$ cat src/rtl/d_ff_pipeline_pkg.sv
// Shared constants and sizing helper for the d_ff_pipeline register pipeline.
package d_ff_pipeline_pkg;

  localparam int DEFAULT_WIDTH = 8;
  localparam int DEFAULT_DEPTH = 4;

  function automatic int occ_width(input int depth);
    return $clog2(depth + 1);
  endfunction

endpackage

$ cat src/rtl/d_ff_pipe_stage.sv
// One pipeline stage: valid bit plus data word (and parity bit when
// D_FF_PIPELINE_PARITY_EN is defined), cleared asynchronously by Rst_n.
module d_ff_pipe_stage
  import d_ff_pipeline_pkg::*;
#(
  parameter int WIDTH = DEFAULT_WIDTH
) (
  input  logic             Clk,
  input  logic             Rst_n,
  input  logic             load,
  input  logic             leave,
  input  logic             clear,
  input  logic [WIDTH-1:0] d_in,
`ifdef D_FF_PIPELINE_PARITY_EN
  input  logic             p_in,
  output logic             p_out,
`endif
  output logic             valid,
  output logic [WIDTH-1:0] data
);

  logic             valid_r;
  logic [WIDTH-1:0] data_r;

  // Occupancy of this stage; a load wins over the word leaving in the same cycle.
  always_ff @(posedge Clk or negedge Rst_n) begin
    if (!Rst_n) begin
      valid_r <= 1'b0;
    end else if (clear) begin
      valid_r <= 1'b0;
    end else if (load) begin
      valid_r <= 1'b1;
    end else if (leave) begin
      valid_r <= 1'b0;
    end else begin
      valid_r <= valid_r;
    end
  end

  // Data only captures on a load, so empty stages never toggle.
  always_ff @(posedge Clk or negedge Rst_n) begin
    if (!Rst_n) begin
      data_r <= {WIDTH{1'b0}};
    end else if (load) begin
      data_r <= d_in;
    end else begin
      data_r <= data_r;
    end
  end

`ifdef D_FF_PIPELINE_PARITY_EN
  logic parity_r;

  // Parity bit travels alongside the data word.
  always_ff @(posedge Clk or negedge Rst_n) begin
    if (!Rst_n) begin
      parity_r <= 1'b0;
    end else if (load) begin
      parity_r <= p_in;
    end else begin
      parity_r <= parity_r;
    end
  end

  assign p_out = parity_r;
`endif

  assign valid = valid_r;
  assign data  = data_r;

endmodule

$ cat src/rtl/d_ff_pipeline.sv
// WIDTH x DEPTH register pipeline with valid/ready on both sides, bubble
// collapsing, flush and occupancy count. Optional parity: D_FF_PIPELINE_PARITY_EN.
module d_ff_pipeline
  import d_ff_pipeline_pkg::*;
#(
  parameter int WIDTH = DEFAULT_WIDTH,
  parameter int DEPTH = DEFAULT_DEPTH
) (
  input  logic                             Clk,
  input  logic                             Rst_n,
  input  logic                             In_valid,
  output logic                             In_ready,
  input  logic [WIDTH-1:0]                 In_data,
  output logic                             Out_valid,
  input  logic                             Out_ready,
  output logic [WIDTH-1:0]                 Out_data,
  input  logic                             Flush,
  output logic [occ_width(DEPTH)-1:0]      Occupancy
`ifdef D_FF_PIPELINE_PARITY_EN
  ,
  output logic                             Parity_err
`endif
);

  localparam int OCC_W = occ_width(DEPTH);

  logic [DEPTH-1:0] v_s;
  logic [DEPTH-1:0] adv_s;
  logic [DEPTH-1:0] load_s;
  logic [WIDTH-1:0] d_s [DEPTH];
  logic             hole_s;
  logic             accept_s;
  logic             pop_s;
  logic [OCC_W-1:0] occ_r;

  // Walk from the tail: a word advances if any stage ahead is empty or the tail pops.
  always_comb begin
    adv_s  = {DEPTH{1'b0}};
    hole_s = 1'b0;
    for (int i = DEPTH - 1; i >= 0; i--) begin
      adv_s[i] = v_s[i] & ~Flush & (hole_s | Out_ready);
      hole_s   = hole_s | ~v_s[i];
    end
  end

  assign In_ready = Rst_n & ~Flush & (~v_s[0] | adv_s[0]);
  assign accept_s = In_valid & In_ready;
  assign pop_s    = adv_s[DEPTH-1];

  // Stage 0 loads from the input, every other stage from the stage behind it.
  always_comb begin
    load_s    = {DEPTH{1'b0}};
    load_s[0] = accept_s;
    for (int i = 1; i < DEPTH; i++) begin
      load_s[i] = adv_s[i-1];
    end
  end

`ifdef D_FF_PIPELINE_PARITY_EN
  logic p_s [DEPTH];
  logic par_err_r;

  function automatic logic even_parity(input logic [WIDTH-1:0] x);
    return ^x;
  endfunction
`endif

  for (genvar g = 0; g < DEPTH; g++) begin : g_stage
    logic [WIDTH-1:0] d_in_s;
`ifdef D_FF_PIPELINE_PARITY_EN
    logic             p_in_s;
`endif
    if (g == 0) begin : g_head
      assign d_in_s = In_data;
`ifdef D_FF_PIPELINE_PARITY_EN
      assign p_in_s = even_parity(In_data);
`endif
    end else begin : g_body
      assign d_in_s = d_s[g-1];
`ifdef D_FF_PIPELINE_PARITY_EN
      assign p_in_s = p_s[g-1];
`endif
    end

    d_ff_pipe_stage #(.WIDTH(WIDTH)) u_stage (
      .Clk   (Clk),
      .Rst_n (Rst_n),
      .load  (load_s[g]),
      .leave (adv_s[g]),
      .clear (Flush),
      .d_in  (d_in_s),
`ifdef D_FF_PIPELINE_PARITY_EN
      .p_in  (p_in_s),
      .p_out (p_s[g]),
`endif
      .valid (v_s[g]),
      .data  (d_s[g])
    );
  end

  // Running count of valid stages: +1 on accept, -1 on pop, cleared by flush.
  always_ff @(posedge Clk or negedge Rst_n) begin
    if (!Rst_n) begin
      occ_r <= {OCC_W{1'b0}};
    end else if (Flush) begin
      occ_r <= {OCC_W{1'b0}};
    end else begin
      occ_r <= occ_r + OCC_W'(accept_s) - OCC_W'(pop_s);
    end
  end

`ifdef D_FF_PIPELINE_PARITY_EN
  // One-cycle error pulse when the popped word's data disagrees with its parity.
  always_ff @(posedge Clk or negedge Rst_n) begin
    if (!Rst_n) begin
      par_err_r <= 1'b0;
    end else begin
      par_err_r <= pop_s & (p_s[DEPTH-1] != even_parity(d_s[DEPTH-1]));
    end
  end

  assign Parity_err = par_err_r;
`endif

  assign Out_valid = v_s[DEPTH-1];
  assign Out_data  = v_s[DEPTH-1] ? d_s[DEPTH-1] : {WIDTH{1'b0}};
  assign Occupancy = occ_r;

endmodule

$ cat config.mk
export PLATFORM = sky130hd
export DESIGN_NAME = d_ff_pipeline
export DESIGN_NICKNAME = d
export VERILOG_FILES = /design/src/rtl/d_ff_pipeline_pkg.sv /design/src/rtl/d_ff_pipe_stage.sv /design/src/rtl/d_ff_pipeline.sv
export SDC_FILE = /design/constraint.sdc
export NUM_CORES = 1
export LEC_CHECK = 0
export ABC_CLOCK_PERIOD_IN_PS = 2600
export BUFFER_PORTS_ARGS = -buffer_cell sky130_fd_sc_hd__buf_4
export CAP_MARGIN = 10
export CORE_MARGIN = 4
export CORE_UTILIZATION = 42
export CTS_CLUSTER_DIAMETER = 80
export DETAILED_ROUTE_END_ITERATION = 10
export PLACE_DENSITY = 0.58
export SKIP_LAST_GASP = 1
export SLEW_MARGIN = 30
export SYNTH_ARGS = -nofsm -noshare
export SYNTH_HDL_FRONTEND = slang
export SYNTH_HIERARCHICAL = 1
export SYNTH_SLANG_ARGS = --single-unit
$ cat constraint.sdc
create_clock -name Clk -period 2.6 [get_ports Clk]
set_input_delay 0.52 -clock Clk [delete_from_list [all_inputs] [get_ports Clk]]
set_output_delay 0.52 -clock Clk [all_outputs]
set_load 0.01 [all_outputs]
==> reports/metrics.yaml, run 1 <==
grt_use_met1: 0.163
cap_violations: 0
setup_tns_ps: 0
synthArstFlopShare: 1.00
path_max_fanout: 4
gp_congestion: 0.745
drive_above_1_share: 0.480
synthTopCellsByArea: "dfrtp_1 (54%), mux2_4 (27%), buf_6 (3.1%)"
yosysUniqueCellTypes: 21
synthToLayoutAreaGrowth_pct: 19.7
grt_busiest_layer: "met1"
cts_root_buffer: "clkbuf_8"
start_kind: "register"
worst_slew_margin_rel: 0.670
grt_pass1_vias: 945
antenna_found_initial: 0
drt_wl_total_mm: 2.71
worst_slew_pin_slew_ps: 495
synth_edf_count: 0
finalNetCount: 167
clock_sinks: 39
coreArea_um2: 4090
synth.cell_area_um2: 1810
setup_viol_count_final: 0
grt_usage: 0.113
r2r_start: "g_stage[1].u_stage/valid$_DFFE_PN0P_"
clk_pin_slew_ps: 70
endpoint_kind: "register"
peakVddDrop_mv: 0.315
synth_top_area_cell: "dfrtp_1"
synthFlopType: "dfrtp_1"
post_cts_buffers: 0
cts.repair.resized: 0
drtAntennaViolNets: 0
dp_cells: 194
ys_seq_area_frac: 0.539
drc: 0
worst_hold_path_type: "input pin to async pin"
cts_htree_levels: 2
synthTopCellsByCount: "dfrtp_1 (39), mux2_4 (32), and2_1 (8)"
synth_nets: 135
hpwlAfterDp_mm: 2.05
antenna_cells: 0
p_per_area_nw_per_um2: 744
cts_buffers: 5
synth.avg_cell_area_um2: 15.2
grt_max_degree: 41
nFillCells: 369
crit_type: "register to register"
clock.fmax_ghz: 0.477
startpoint: "g_stage[1].u_stage/valid$_DFFE_PN0P_"
avgRoutedWirePerCell_um: 13.4
crit_required_ps: 2770
synth.most_common_cell: "dfrtp_1"
slew_violations: 0
cts_tree: "done"
via_per_inst: 4.65
via_count: 939
arrival_ps: 2270
clk_latency_ps: 280
grt_pass1_wl_mm: 4.61
timing_hold_violations_final: 0
final_cells: 202
total_power_mw: 1.61
timing.final.crit_period_ps: 2100
fp-row-count: 23
fp.dieH_um: 73.7
holdBufCountCts: 0
synth-seq-cells: 39
skew_ps: 8.03
die_w_um: 73.7
use_met2: 0.155
status: "complete, no violations"
cts_buffer_depth: 2
use_met3: 0.0328
yosysWarningCount: 6
rsz0062_at_grt: "false"
dr.pass1.iters: 2
fin_crit_sh: 0.806
syn_inst: 119
drt-initial-drc-count: 52
overflow: 0
initial_core_util: 0.443
ioPinCount: 26
die-area_um2: 5430
synth_top_cell_area_share: 0.539
io_buffers: 25
p_leak_nw: 1.07
==> layout by cell type, fill, tap and decap left out <==
master,synthesis,layout
a21bo_1,1,1
a21boi_1,1,1
a21oi_1,6,6
and2_1,8,8
and2b_1,1,1
and3b_1,1,1
and4b_1,1,1
buf_4,0,31
bufinv_16,0,1
clkbuf_8,0,6
clkinv_2,0,1
dfrtp_1,39,39
fa_1,1,1
ha_1,2,2
inv_1,6,6
mux2_4,32,32
nand2_1,1,1
nand2b_1,6,6
nor2_1,3,3
nor2b_1,1,1
nor3b_2,1,2
xnor3_1,1,1
==> state kept, by name (all words and copies together), names as in the netlist <==
| name | cells |
|---|---|
| g_stage.u_stage/valid | 4 |
| Occupancy | 3 |
| g_stage.u_stage/data | 32 |
==> per-stage QoR <==
step	setup WS (ps)	utilization	hold WS [ps]	area (um^2)
after floorplan	390	-	224	1810
after global placement	290	0.502	490	2050
after detailed placement	245	0.502	496	2050
after CTS	482	0.530	309	2170
after global routing	388	0.530	342	2170
final	504	0.530	295	2170
==> worst max-delay path, stage by stage (launching register included) <==
cell and delay [ps]:
dfrtp_1 400, and4b_1 270, a21bo_1 210, ha_1 280
inv_1 50, ha_1 130, inv_1 50, fa_1 360
xnor3_1 200, nor2_1 40
==> final cells by class <==
type,instances,area (um^2),area share
flip-flops and latches,39,976,0.450
multi-input cells,68,756,0.349
repair buffers,31,233,0.107
clock buffers,6,82.6,0.0381
well taps,50,62.6,0.0289
clock inverters,2,35.0,0.0162
inverters,6,22.5,0.0104
==> routing by layer <==
| metal | routed length [um] | part of all wire |
|---|---|---|
| met3 | 151 | 0.056 |
| met5 | 0 | 0 |
| met2 | 1170 | 0.43 |
| met1 | 1340 | 0.49 |
| met4 | 47 | 0.017 |
==> cells by family (layout without fill, tap and decap cells) <==
family	Yosys count	count (layout)	synth area share
XOR/XNOR	1	1	0.0124
buffers and inverters	12	45	0.0463
AND/OR/NAND/NOR	24	24	0.0857
adder cells (fa/ha/maj)	3	3	0.0249
flip-flops	39	39	0.539
AO/OA/AOI/OAI	8	8	0.0263
multiplexers	32	32	0.265
==> final timing paths <==
path                                                                to  slack [ps]  depth (start not counted)
worst min-delay path                            Occupancy[0]$_DFF_PN0_         290                          2
worst max register to register                  Occupancy[2]$_DFF_PN0_         500                          9
worst min register to register  g_stage[2].u_stage/data[3]$_DFFE_PN0P_         510                          1
min in group Clk                g_stage[0].u_stage/data[5]$_DFFE_PN0P_         460                          2
max in group asynchronous         g_stage[2].u_stage/valid$_DFFE_PN0P_        1950                          2
worst max-delay path                            Occupancy[2]$_DFF_PN0_         500                          9
==> power by group <==
part | total, mW | internal [mW] | switching (mW) | leakage, nW
registers | 0.835 | 0.749 | 0.0862 | 0.504
clock network | 0.506 | 0.310 | 0.196 | 0.0612
logic | 0.272 | 0.210 | 0.0617 | 0.506
total | 1.61 | 1.27 | 0.344 | 1.07
Note: power is estimated with default switching activity, not from simulation.
==> run 2, diff against run 1 <==
--- a/config.mk
+++ b/config.mk
@@ -5,7 +5,8 @@
 export SDC_FILE = /design/constraint.sdc
 export NUM_CORES = 1
 export LEC_CHECK = 0
-export ABC_CLOCK_PERIOD_IN_PS = 2600
+export ABC_AREA = 1
+export ABC_CLOCK_PERIOD_IN_PS = 2000
 export BUFFER_PORTS_ARGS = -buffer_cell sky130_fd_sc_hd__buf_4
 export CAP_MARGIN = 10
 export CORE_MARGIN = 4
==> constraint.sdc (replaced) <==
create_clock -name Clk -period 2 [get_ports Clk]
set_input_delay 0.4 -clock Clk [delete_from_list [all_inputs] [get_ports Clk]]
set_output_delay 0.4 -clock Clk [all_outputs]
set_load 0.01 [all_outputs]
==> reports/metrics.yaml, run 2 <==
cts_tree: "done"
drive_above_1_share: 0.235  # -0.245
clock_sinks: 39  # unchanged
dr.pass1.iters: 4  # +2
synthArstFlopShare: 1.00  # unchanged
worst_slew_pin_slew_ps: 575  # +80.7 ps
final_util: 0.543  # +0.0132
antenna_cells: 0  # unchanged
drtAntennaViolNets: 0  # unchanged
grt_use_met1: 0.151  # -0.0125
fin_crit_sh: 0.972  # +0.166
timing_hold_violations_final: 0  # unchanged
clk_latency_ps: 270  # about the same
clk_pin_slew_ps: 60  # about the same
synth.cell_area_um2: 1710  # -5.8%
synth.avg_cell_area_um2: 8.28  # -46%
die_w_um: 71.7  # -2.6%
yosysWarningCount: 6  # unchanged
grt_max_degree: 40  # -2.4%
synth_top_cell_area_share: 0.572  # +0.0332
via_count: 1262  # +34%
antenna_found_initial: 0  # unchanged
synth.most_common_cell: "nand2_1"
yosysUniqueCellTypes: 15  # -29%
postPlaceCellArea_um2: 1950  # -4.9%
synthFlopType: "dfrtp_1"
setup_viol_count_final: 0  # unchanged
initial_core_util: 0.449  # +0.00590
drt_wl_total_mm: 2.87  # +6.0%
die-area_um2: 5140  # -5.2%
drc: 0  # unchanged
startpoint: "g_stage[3].u_stage/valid$_DFFE_PN0P_"
cts_buffers: 5  # unchanged
slowest_delay_ps: 520  # +120 ps
setup_tns_ps: 0  # unchanged
holdBufCountCts: 0  # unchanged
crit_required_ps: 2160  # -610 ps
grt_pass1_wl_mm: 5.03  # +9.1%
synth_nets: 222  # +64%
io_buffers: 25  # unchanged
r2r_start: "g_stage[3].u_stage/valid$_DFFE_PN0P_"
arrival_ps: 2110  # -160 ps
largest_reg_flops: 32  # unchanged
overflow: 0  # unchanged
r2r_cells: 10  # +1
cts.repair.resized: 0  # unchanged
r2r-end: "Occupancy[1]$_DFF_PN0_"
final_common_cell: "nand2_1"
crit_type: "register to register"
grt_busiest_layer: "met2"
grt_pass1_vias: 1199  # +27%
post_cts_buffers: 0  # unchanged
ioPinCount: 26  # unchanged
p_leak_nw: 1.18  # +10%
fp.dieH_um: 71.7  # -2.6%
cts_buffer_depth: 2  # unchanged
endpoint_kind: "register"
cts_htree_levels: 2  # unchanged
synth_top_area_cell: "dfrtp_1"
syn_inst: 206  # +73%
finalNetCount: 255  # +53%
gp_congestion: 0.788  # +5.8%
worst_slew_margin_rel: 0.615  # -0.0552
slew_violations: 0  # unchanged
cts_root_buffer: "clkbuf_8"
synth-seq-cells: 39  # unchanged
worst_hold_path_type: "input pin to async pin"
rrSetupSlack_ps: 60  # -450 ps
skew_ps: 5.47  # -2.56 ps
synthTopCellsByCount: "nand2_1 (116), dfrtp_1 (39), inv_1 (19)"
p_per_area_nw_per_um2: 790  # +6.1%
cap_violations: 0  # unchanged
peakVddDrop_mv: 0.464  # +47%
rsz0062_at_grt: "true"
avgRoutedWirePerCell_um: 10.0  # -25%
clock.fmax_ghz: 0.514  # +7.8%
coreArea_um2: 3800  # -7.0%
nFillCells: 400  # +8.4%
status: "complete, no violations"
crit_chain: "nand2_1 -> nor2_2 -> nand3_2 -> nand3_2 -> ha_4 -> inv_2 -> ha_4 -> inv_2 -> fa_2 -> nor2_1"
start_kind: "register"
layout_common_cells: "nand2_1 (115), dfrtp_1 (39), buf_4 (31)"
design_area_um2: 2060  # -4.7%
hpwlAfterDp_mm: 2.14  # +4.1%
synthToLayoutAreaGrowth_pct: 21.1
path_max_fanout: 5  # +1
drt-initial-drc-count: 38  # -27%
ys_seq_area_frac: 0.572  # +0.0332
synth_edf_count: 0  # unchanged
fp-row-count: 22  # -4.3%
synthTopCellsByArea: "dfrtp_1 (57%), nand2_1 (26%), inv_1 (4.2%)"
timing.final.crit_period_ps: 1940  # -152 ps
grt_usage: 0.124  # +0.0105
use_met2: 0.206  # +0.0516
crit_slowest_cell: "fa_2"
use_met3: 0.0337  # +0.000829
critPathCapture: "Occupancy[1]$_DFF_PN0_"
via_per_inst: 4.41  # -5.1%
==> run 2: changes by cell type in the layout (fill, tap and decap cells not counted), moves of 6 or more <==
cell	previous run	this run
inv_2	0	7
nand2b_1	6	0
inv_1	6	17
mux2_4	32	0
and2_1	8	0
nand2_1	1	115
==> run 2: worst min-delay path by stage <==
stage | slack [ps] | cells past startpoint | start | end
floorplan | 100 | 0 | Rst_n | Occupancy[0]$_DFF_PN0_
global placement | 460 | 2 | g_stage[3].u_stage/data[0]$_DFFE_PN0P_ | g_stage[3].u_stage/data[0]$_DFFE_PN0P_
detailed placement | 460 | 2 | g_stage[1].u_stage/data[0]$_DFFE_PN0P_ | g_stage[1].u_stage/data[0]$_DFFE_PN0P_
CTS | 190 | 2 | Rst_n | Occupancy[0]$_DFF_PN0_
global route | 220 | 2 | Rst_n | Occupancy[0]$_DFF_PN0_
finish | 180 | 2 | Rst_n | Occupancy[2]$_DFF_PN0_
==> run 2: logic make-up after synthesis <==
group | Yosys count | synth area share
simple gates | 128 | 0.290
fa+ha+maj | 3 | 0.0264
buf+inv | 29 | 0.0822
flops | 39 | 0.572
compound gates | 7 | 0.0293
==> run 2: metal layers <==
| metal | vias to the layer above | part of all wire |
|---|---|---|
| met5 | - | 0 |
| met4 | 0 | 0.012 |
| met3 | 5 | 0.052 |
| met2 | 29 | 0.48 |
| met1 | 557 | 0.46 |
| li1 | 671 | - |
==> run 2: worst max-delay path: cells and delay by family (launching register included) <==
| kind | cells | cell delay [ps] |
|---|---|---|
| DFF | 1 | 420 |
| adders and majority gates | 3 | 840 |
| and+or+nand+nor | 5 | 480 |
| buffers and inverters | 2 | 90 |
==> run 2: power breakdown <==
part,switching [mW],internal (mW),leakage (nW)
sequential,0.0690,0.918,0.519
combinational,0.106,0.0833,0.623
clock,0.222,0.232,0.0371
total,0.398,1.23,1.18
==> run 2: cell type report <==
class	count	area, um^2	share of cell area
Sequential cell	39	976	0.473
Multi-Input combinational cell	138	633	0.307
Timing Repair Buffer	31	233	0.113
Inverter	24	90.1	0.0436
Clock buffer	6	72.6	0.0352
Tap cell	48	60.1	0.0291
==> run 2: metrics by stage <==
stage	worst slack [ps]	power, mW	hold WS, ps	cells
CTS	35.1	1.65	186	286
floorplan	115	1.11	104	206
global route	-40.8	1.75	218	286
finish	55.5	1.63	181	286
detailed placement	-31.9	1.19	459	280
global placement	38.3	1.18	456	280
